<file path="src/rtl/fifo_pkg.sv">
// Shared constants and helpers for the FIFO dequeue adapter.
package fifo_pkg;

  // Data width of the upstream FIFO and of the adapter by default.
  localparam int DEFAULT_WIDTH = 64;

  // Smallest legal number of local buffer entries.
  localparam int MIN_BUF_DEPTH = 2;

  // Width of the optional statistics counters.
  localparam int STATS_W = 32;

  // Occupancy must be able to hold every value 0..depth inclusive.
  function automatic int occ_width(input int depth);
    return $clog2(depth + 1);
  endfunction

endpackage : fifo_pkg

</file>
<file path="src/rtl/fifo_deq_adapter.sv">
// fifo_deq_adapter: turns the dequeue side of a FIFO whose data arrives one
// cycle after the handshake into a plain valid/ready stream. A small local
// buffer absorbs the word still in flight, so in_ready can be computed from
// registered state only.
// Optional feature macro: FIFO_DEQ_ADAPTER_STATS_EN adds beat_count and
// stall_count outputs.
module fifo_deq_adapter
  import fifo_pkg::*;
#(
  parameter int WIDTH     = DEFAULT_WIDTH,
  parameter int BUF_DEPTH = 3
) (
  input  logic             clk,
  input  logic             rst,
  input  logic             in_valid,
  output logic             in_ready,
  input  logic [WIDTH-1:0] in_data,
  output logic             out_valid,
  input  logic             out_ready,
  output logic [WIDTH-1:0] out_data
`ifdef FIFO_DEQ_ADAPTER_STATS_EN
  ,
  output logic [STATS_W-1:0] beat_count,
  output logic [STATS_W-1:0] stall_count
`endif
);

  localparam int OCC_W = occ_width(BUF_DEPTH);
  localparam int PTR_W = $clog2(BUF_DEPTH);

  typedef logic [PTR_W-1:0] ptr_t;
  typedef logic [OCC_W-1:0] occ_t;

  localparam ptr_t LAST_PTR  = ptr_t'(BUF_DEPTH - 1);
  localparam occ_t OCC_ONE   = occ_t'(1);
  localparam logic [OCC_W:0] DEPTH_EXT = (OCC_W + 1)'(BUF_DEPTH);

  // Pointer increment with explicit wrap, correct for non-power-of-2 depths.
  function automatic ptr_t ptr_inc(input ptr_t p);
    return (p == LAST_PTR) ? '0 : p + 1'b1;
  endfunction

  logic [WIDTH-1:0] mem [BUF_DEPTH];

  ptr_t wr_ptr_q;
  ptr_t rd_ptr_q;
  occ_t occ_q;
  logic inflight_q;

  logic           in_hs;
  logic           capture;
  logic           pop;
  logic [OCC_W:0] committed;

  // Handshake and capture/pop qualifiers.
  always_comb begin
    in_hs   = in_valid && in_ready;
    capture = inflight_q;
    pop     = out_valid && out_ready;
  end

  // Words already in the buffer plus the one still arriving; one bit wider so
  // occ_q == BUF_DEPTH plus an inflight word cannot wrap.
  always_comb begin
    committed = {1'b0, occ_q} + {{OCC_W{1'b0}}, inflight_q};
    in_ready  = committed < DEPTH_EXT;
  end

  // Downstream view of the buffer head.
  always_comb begin
    out_valid = (occ_q != '0);
    out_data  = mem[rd_ptr_q];
  end

  // Track the word whose data arrives on in_data one cycle after its handshake.
  // NOTE: sequential state uses non-blocking assignments so every flop samples
  // the pre-edge values of the others, matching real hardware ordering.
  always_ff @(posedge clk or negedge rst) begin
    if (!rst) begin
      inflight_q <= 1'b0;
    end else begin
      inflight_q <= in_hs;
    end
  end

  // Write pointer advances on each capture of an in-flight word.
  always_ff @(posedge clk or negedge rst) begin
    if (!rst) begin
      wr_ptr_q <= '0;
    end else if (capture) begin
      wr_ptr_q <= ptr_inc(wr_ptr_q);
    end
  end

  // Read pointer advances on each downstream handshake.
  always_ff @(posedge clk or negedge rst) begin
    if (!rst) begin
      rd_ptr_q <= '0;
    end else if (pop) begin
      rd_ptr_q <= ptr_inc(rd_ptr_q);
    end
  end

  // Occupancy: capture and pop together leave it unchanged.
  always_ff @(posedge clk or negedge rst) begin
    if (!rst) begin
      occ_q <= '0;
    end else begin
      unique case ({capture, pop})
        2'b10:   occ_q <= occ_q + OCC_ONE;
        2'b01:   occ_q <= occ_q - OCC_ONE;
        default: occ_q <= occ_q;
      endcase
    end
  end

  // Buffer storage: the in-flight word lands at the write pointer.
  // NOTE: the data array has no reset; occupancy gates out_valid, so stale
  // contents are never observed and the array can map to plain RAM/flops.
  always_ff @(posedge clk) begin
    if (capture) begin
      mem[wr_ptr_q] <= in_data;
    end
  end

`ifdef FIFO_DEQ_ADAPTER_STATS_EN
  localparam logic [STATS_W-1:0] STATS_MAX = '1;

  // Saturating count of downstream handshakes.
  always_ff @(posedge clk or negedge rst) begin
    if (!rst) begin
      beat_count <= '0;
    end else if (pop && (beat_count != STATS_MAX)) begin
      beat_count <= beat_count + 1'b1;
    end
  end

  // Saturating count of cycles where valid data is held back by downstream.
  always_ff @(posedge clk or negedge rst) begin
    if (!rst) begin
      stall_count <= '0;
    end else if (out_valid && !out_ready && (stall_count != STATS_MAX)) begin
      stall_count <= stall_count + 1'b1;
    end
  end
`endif

endmodule : fifo_deq_adapter
</file>
<file path="config.mk">
export PLATFORM = sky130hd
export DESIGN_NAME = fifo_deq_adapter
export DESIGN_NICKNAME = d
export VERILOG_FILES = /design/src/rtl/fifo_pkg.sv /design/src/rtl/fifo_deq_adapter.sv
export SDC_FILE = /design/constraint.sdc
export NUM_CORES = 1
export LEC_CHECK = 0
export ABC_AREA = 1
export CORE_UTILIZATION = 47
export DETAILED_ROUTE_END_ITERATION = 8
export PLACE_DENSITY_LB_ADDON = 0.25
export SLEW_MARGIN = 10
export SYNTH_ARGS = -nofsm -noshare
export SYNTH_HDL_FRONTEND = slang
export SYNTH_SLANG_ARGS = --single-unit
</file>
<file path="constraint.sdc">
create_clock -name clk -period 5.5 [get_ports clk]
set_input_delay 1.65 -clock clk [delete_from_list [all_inputs] [get_ports clk]]
set_output_delay 1.65 -clock clk [all_outputs]
set_load 0.01 [all_outputs]
</file>
; ---- Word level (Yosys, flattened, before mapping)
; Memory sizes are Yosys's and may differ from the RTL's.
; Index checks and enable logic that the tools add are counted.
[op_classes]
n_addsub = 5
order_cmp = 1
n_eq_ne = 4
n_mux = 5
reduce_logical = 4
[op_table]
columns = op, n
row1 = $add 2x1->2 const B, 3
row2 = $eq 2x2->1 const B, 3
row3 = $mux 2, 2
row4 = $pmux 2 s2, 1
row5 = $reduce_bool 2->1, 2
row6 = $add 2x1->3, 1
row7 = $lt 3x2->1 const B, 1
row8 = $eq 2x1->1 const B, 1
row9 = $logic_and 1x1->1, 2
row10 = $mux 1, 2
row11 = $sub 2x1->2 const B, 1
[word_totals]
ff_bits = 7
mem_bits_rw = 192
input_bits = 68
word_cells = 24
mem_count = 1
[mem_list]
columns = memory, words, width, rd, rd_ports_with_merged_regs, write_ports, line
row1 = mem, 3, 64, 1, 0, 1, fifo_deq_adapter.sv:43  ; logic [WIDTH-1:0] mem [BUF_DEPTH];

; ---- Logic depth before layout (Yosys ltp)
; Gate-level depths: netlist of the first run.
[logic_depth]
word_depth = 4
ltp_mapped = 10

; ---- Worst setup path after synthesis of the first run
; Ideal clock, no wire load.
[synth_path]
path_kind = reg2reg
from = register inflight_q, in the netlist capture
to = memory mem[2][0] in the netlist's numbering (enable)
t_arrival_ps = 4801
t_required_ps = 4935
setup_slack_ps = 134
stages_incl_launch_ff = 3
path_buffers = 0
period_less_slack_ps = 5366
cell_sequence = dfrtp_1 -> inv_1 -> nor3_1
[synth_via]
elab_chain_len = 2
[synth_lines]
columns = item, line
row1 = start: declaration, fifo_deq_adapter.sv:48  ; logic inflight_q;
row2 = start signal: assignment, fifo_deq_adapter.sv:82  ; inflight_q <= in_hs;
row3 = $mux 1, fifo_deq_adapter.sv:121  ; if (capture) begin
row4 = $mux 1 (not written as such), fifo_deq_adapter.sv:122  ; mem[wr_ptr_q] <= in_data;
row5 = end: declaration, fifo_deq_adapter.sv:43
; Every way passes these cells.

; ---- Final worst setup path of the first run
[layout_path]
from = register rd_ptr_q[1]
to = output port out_data[14]
[layout_via]
elab_chain_len = 1
[layout_lines]
columns = item, line
row1 = start: declaration, fifo_deq_adapter.sv:46  ; ptr_t rd_ptr_q;
row2 = start signal: assignment, fifo_deq_adapter.sv:100  ; rd_ptr_q <= ptr_inc(rd_ptr_q);
row3 = $mem_v2 3x64, --
row4 = end: declaration, fifo_deq_adapter.sv:20  ; output logic [WIDTH-1:0] out_data
; Every way passes these cells.

==> impl_metrics.json, run 1 <==
{
  "drc": 0,
  "slowest_stage": "clkdlybuf4s50_1",
  "fin_ws_ns": 1.27,
  "grt_max_degree": 58,
  "synth_cell_types": 19,
  "crit_family": "buffers and inverters",
  "die_height_um": 127,
  "cts.htree.levels": 4,
  "synthTopCellsByArea": "edfxtp_1 (79%), nand2_1 (10%), nand3_1 (4.6%)",
  "drtIter0Drc": 238,
  "layout.cells.non_filler": 855,
  "insertion_delay_ns": 0.42,
  "core_area_um2": 15200,
  "maxCapViolations": 0,
  "drtAntennaViolNets": 0,
  "drt_first_pass_iters": 4,
  "ys_seq_elements": 199,
  "io_buffers": 133,
  "grt_setup_unrepaired": "false",
  "die_w_um": 127,
  "min_path_type": "flop to flop",
  "initial_core_util": 0.481,
  "setup_viol": 0,
  "post-place-ws_ns": 1.69,
  "clock-root-buffer": "clkbuf_16",
  "synthCells": 514,
  "crit_buf_inv": 2,
  "worst_setup_path_end_kind": "output port",
  "period_share": 0.769,
  "cp_cell_sequence": "nor2_4, buf_4, nand2_1, nand3_1, clkdlybuf4s50_1",
  "p_leak_nw": 3.39,
  "worst_pin_slew_ns": 1.02,
  "hpwl_mm": 8.98,
  "start_kind": "flop",
  "p_per_area_nw_per_um2": 556,
  "hold_violations": 0,
  "grt_use_total": 0.194,
  "clockBufferDepth": 2,
  "antenna_found_initial": 0,
  "clkTransAtPathRegs_ns": 0.07,
  "utilization": 0.621,
  "fmax_mhz": 237,
  "finalMaxSlewViolations": 0,
  "dp_cells": 823,
  "die_area_um2": 16100,
  "final.setup_skew_ns": 0.00768,
  "cts_buffers": 17,
  "period_needed_ns": 4.23,
  "yosys_warnings": 0,
  "slew_headroom": 0.316,
  "diodes": 0,
  "route.detailed.wl_per_inst_um": 17.1,
  "fp-row-count": 45,
  "synth_seq_area_share": 0.812,
  "finalSetupTns_ns": 0,
  "ios": 134,
  "cts.sinks": 199,
  "slowest_delay_ns": 0.54,
  "syn_avg_cell_area_um2": 14.2,
  "cp_max_fo": 24,
  "n_fill_cell": 1158,
  "vias_per_cell": 5.14,
  "status": "finished, final reports clean",
  "grt_pass1_vias": 4539,
  "synth_area_um2": 7310,
  "cts_resized": 0,
  "crit_arrival_ns": 2.58,
  "gp_congestion": 0.703,
  "route.vias.total": 4391,
  "fin_nets": 725,
  "synth_top_area_share": 0.789,
  "hold_buffers": 0,
  "drive_gt1_frac": 0.0660,
  "crit_type": "flop to output port",
  "area_delta_synth_final_pct": 29.0,
  "hold_slack_ns": 0.518,
  "peakVddDrop_mv": 0.342,
  "overflow": 0,
  "synth_nets": 585,
  "synth_area_leader_cell": "edfxtp_1",
  "grt_pass1_wl_mm": 23.3,
  "wl_mm": 14.6,
  "cts_setup_buffers": 0,
  "cts_tree": "done",
  "critPathRequiredTime_ns": 3.85
}
## stage by stage
stage                     area (um2)  total power [W]
after floorplan                 7310          0.00309
after global routing            9440          0.00554
after detailed placement        8820          0.00403
after CTS                       9440          0.00532
after global placement          8820          0.00401
final                           9440          0.00525
## power by group
part / internal, W / total (W) / leakage (nW) / switching, W
sequential: 0.00205 / 0.00214 / 1.84 / 0.0000990
clock: 0.000762 / 0.00128 / 0.300 / 0.000516
combinational: 0.000813 / 0.00183 / 1.25 / 0.00101
total: 0.00362 / 0.00525 / 3.39 / 0.00163
## metal layers
metal / global-route usage / vias to the layer above / share of wire
li1: - / 2080 / -
met3: 0.0595 / 12 / 0.062
met1: 0.241 / 2179 / 0.44
met4: 0.0525 / 0 / 0.0082
met2: 0.330 / 120 / 0.50
met5: 0 / - / 0
## tightest hold or removal path: stages (launching register included)
cell	delay [ns]
dfrtp_1	0.37
nand2_1	0.06
nand2_1	0.05
## flip-flops by register name, summed over array words and instances, names as in the netlist
register and cells:
rd_ptr_q 2, mem 192, capture 1, occ_q 2
wr_ptr_q 2
## cell families after synthesis
| group | synth area share |
|---|---|
| compound gates | 0.00205 |
| xor+xnor | 0.00120 |
| fa+ha+maj | 0.00513 |
| buf+inv | 0.0248 |
| flops | 0.812 |
| simple gates | 0.154 |
## layout by cell type (no fill, tap or decap)
cell               n
o21ai_0            2
nand4_1            1
clkbuf_16         17
nor2_4             2
clkdlybuf4s50_1  133
and2_1             1
clkbuf_1           3
dfrtp_2            1
nand3_1           67
nor3_2             1
ha_1               3
inv_1              8
xnor2_1            1
dfrtp_1            6
inv_2              3
bufinv_16          4
a21oi_1            1
nand2_1          204
clkinv_1           1
clkinv_4           2
inv_6              2
buf_4              9
edfxtp_1         192
clkinv_2           3
## synthesized netlist by cell type, drive strengths merged
| cell type | count |
|---|---|
| nand2 | 204 |
| nor2 | 2 |
| and2 | 1 |
| a21oi | 1 |
| buf | 20 |
| xnor2 | 1 |
| dfrtp | 7 |
| nor3 | 1 |
| clkbuf | 1 |
| nand3 | 67 |
| ha | 3 |
| o21ai | 2 |
| nand4 | 1 |
| edfxtp | 192 |
| inv | 11 |
## worst paths after layout
| check | endpoint | depth (start not counted) | start | slack [ns] |
|---|---|---|---|---|
| worst min register to register | occ_q[1]$_DFFE_PN0P_ | 2 | occ_q[1]$_DFFE_PN0P_ | 0.52 |
| max in group asynchronous | rd_ptr_q[1]$_DFFE_PN0P_ | 1 | rst | 3.72 |
| min in group asynchronous | rd_ptr_q[1]$_DFFE_PN0P_ | 1 | rst | 1.50 |
| worst max register to register | mem[2][22]$_DFFE_PP_ | 3 | capture$_DFF_PN0_ | 3.11 |
| worst min-delay path | occ_q[1]$_DFFE_PN0P_ | 2 | occ_q[1]$_DFFE_PN0P_ | 0.52 |
| worst max-delay path | out_data[14] | 5 | rd_ptr_q[1]$_DFFE_PN0P_ | 1.27 |
## layout make-up
| cell class | instances | area [um2] | share of cell area |
|---|---|---|---|
| inverters | 11 | 41.3 | 0.00438 |
| multi-input cells | 283 | 1210 | 0.128 |
| well taps | 188 | 235 | 0.0249 |
| clock buffers | 20 | 437 | 0.0463 |
| clock inverters | 12 | 174 | 0.0184 |
| flip-flops and latches | 199 | 5940 | 0.630 |
| repair buffers | 142 | 1400 | 0.148 |
Power figures use the tool's default switching activity.
==> run 2, diff against run 1 <==
==> constraint.sdc (replaced) <==
create_clock -name clk -period 3.6 [get_ports clk]
set_input_delay 1.08 -clock clk [delete_from_list [all_inputs] [get_ports clk]]
set_output_delay 1.08 -clock clk [all_outputs]
set_load 0.01 [all_outputs]
==> run 2 against run 1 <==
Worst setup slack worse by 1.0 ns. First-iteration DRC count is 49% higher. Cell area hardly changed. Final cell count is 0.35% lower. Critical endpoint is now out_data[46].
==> impl_metrics.json, run 2 (synthesized netlist as in run 1, its figures left out) <==
{
  "status": "finished, final reports clean",
  "final_common_cell": "nand2_1",
  "largest_register": "mem",
  "maxCapViolations": 0,
  "route.detailed.wl_per_inst_um": 17.0,
  "antenna_found_initial": 0,
  "timing.rr.start": "wr_ptr_q[1]$_DFFE_PN0P_",
  "holdCritStartpoint": "occ_q[1]$_DFFE_PN0P_",
  "min_path_type": "flop to flop",
  "cts.htree.levels": 4,
  "peakVddDrop_mv": 0.420,
  "finalMaxSlewViolations": 0,
  "dp_cells": 824,
  "fin_area_um2": 9430,
  "io_buffers": 133,
  "die_area_um2": 16100,
  "cts.sinks": 199,
  "fp-row-count": 45,
  "wl_mm": 14.5,
  "clockBufferDepth": 2,
  "crit_arrival_ns": 2.27,
  "drt_first_pass_iters": 4,
  "die_height_um": 127,
  "cts_resized": 0,
  "mostFrequentLayoutCells": "nand2_1 (204), edfxtp_1 (192), clkdlybuf4s50_1 (133), nand3_1 (67), clkbuf_16 (17)",
  "overflow": 0,
  "largest_reg_flops": 192,
  "period_share": 0.930,
  "grt_pass1_wl_mm": 22.7,
  "crit_type": "flop to output port",
  "worst_setup_path_end_kind": "output port",
  "hold_violations": 0,
  "hpwl_mm": 8.81,
  "drive_gt1_frac": 0.0648,
  "cp_max_fo": 32,
  "gp_congestion": 0.758,
  "area_delta_synth_final_pct": 29.0,
  "clkTransAtPathRegs_ns": 0.06,
  "p_per_area_nw_per_um2": 838,
  "final.setup_skew_ns": 0.0111,
  "grt_setup_unrepaired": "false",
  "layout.cells.non_filler": 852,
  "initial_core_util": 0.481,
  "clock-root-buffer": "clkbuf_16",
  "critPathRequiredTime_ns": 2.52,
  "vias_per_cell": 5.20,
  "drtAntennaViolNets": 0,
  "worst_pin_slew_ns": 0.837,
  "cp-startpoint": "rd_ptr_q[1]$_DFFE_PN0P_",
  "cts_buffers": 17,
  "grt_max_degree": 36,
  "start_kind": "flop",
  "ios": 134,
  "diodes": 0,
  "hold_buffers": 0,
  "slew_headroom": 0.441,
  "finalSetupTns_ns": 0,
  "fmax_mhz": 299,
  "period_needed_ns": 3.35,
  "fin_nets": 726,
  "cts_setup_buffers": 0,
  "p_leak_nw": 3.38,
  "grt_use_total": 0.193,
  "core_area_um2": 15200,
  "drtIter0Drc": 354,
  "insertion_delay_ns": 0.43,
  "route.vias.total": 4427,
  "placed_area_um2": 8890,
  "setup_viol": 0,
  "drc": 0,
  "grt_pass1_vias": 4366,
  "die_w_um": 127,
  "cts_tree": "done"
}
==> run 2: changes by cell type in the layout (fill, tap and decap cells not counted), moves of 2 or more <==
cell,change
clkinvlp_4,+2
buf_12,+4
bufinv_16,-2
inv_6,-2
buf_4,-3
==> run 2: path summary, 6_finish.rpt <==
kind	cells past startpoint	slack, ns	endpoint
worst min-delay path	2	0.53	occ_q[1]$_DFFE_PN0P_
min in group asynchronous	1	0.93	capture$_DFF_PN0_
worst max-delay path	4	0.25	out_data[46]
max in group asynchronous	1	2.40	rd_ptr_q[1]$_DFFE_PN0P_
worst min register to register	2	0.53	occ_q[1]$_DFFE_PN0P_
worst max register to register	4	1.72	mem[1][53]$_DFFE_PP_
==> run 2: critical path: stages, from the launching register on <==
cell             delay [ns]
dfrtp_2                0.56
buf_4                  0.43
nand2_1                0.13
nand3_1                0.14
clkdlybuf4s50_1        0.55
==> run 2: stage by stage <==
stage                     setup slack [ns]  hold WS [ns]   util  total power (W)
after floorplan                      0.208         0.468      -          0.00471
after global placement               0.762         0.487  0.585          0.00617
after detailed placement             0.711         0.512  0.585          0.00621
after CTS                            0.194         0.529  0.620          0.00799
after global routing                 0.125         0.554  0.620          0.00833
final                                0.254         0.527  0.620          0.00790
==> run 2: where the power goes <==
part | switching, W | total, W | internal [W] | leakage, nW
combinational | 0.00155 | 0.00285 | 0.00130 | 1.27
clock | 0.000761 | 0.00177 | 0.00100 | 0.260
sequential | 0.000156 | 0.00328 | 0.00312 | 1.84
==> run 2: layer usage <==
metal | share of wire | vias to the layer above | wire length (um) | global-route usage
met5 | 0 | - | 0 | 0
met4 | 0.014 | 0 | 199 | 0.0665
met3 | 0.083 | 22 | 1200 | 0.0759
met2 | 0.49 | 169 | 7090 | 0.315
met1 | 0.41 | 2157 | 5990 | 0.234
li1 | - | 2079 | - | -
==> run 2: cell type report <==
type,instances,area [um2]
flip-flops and latches,199,5940
fillers,1149,5770
repair buffers,143,1460
multi-input cells,283,1210
clock buffers,19,433
well taps,188,235
clock inverters,9,108
inverters,11,41.3
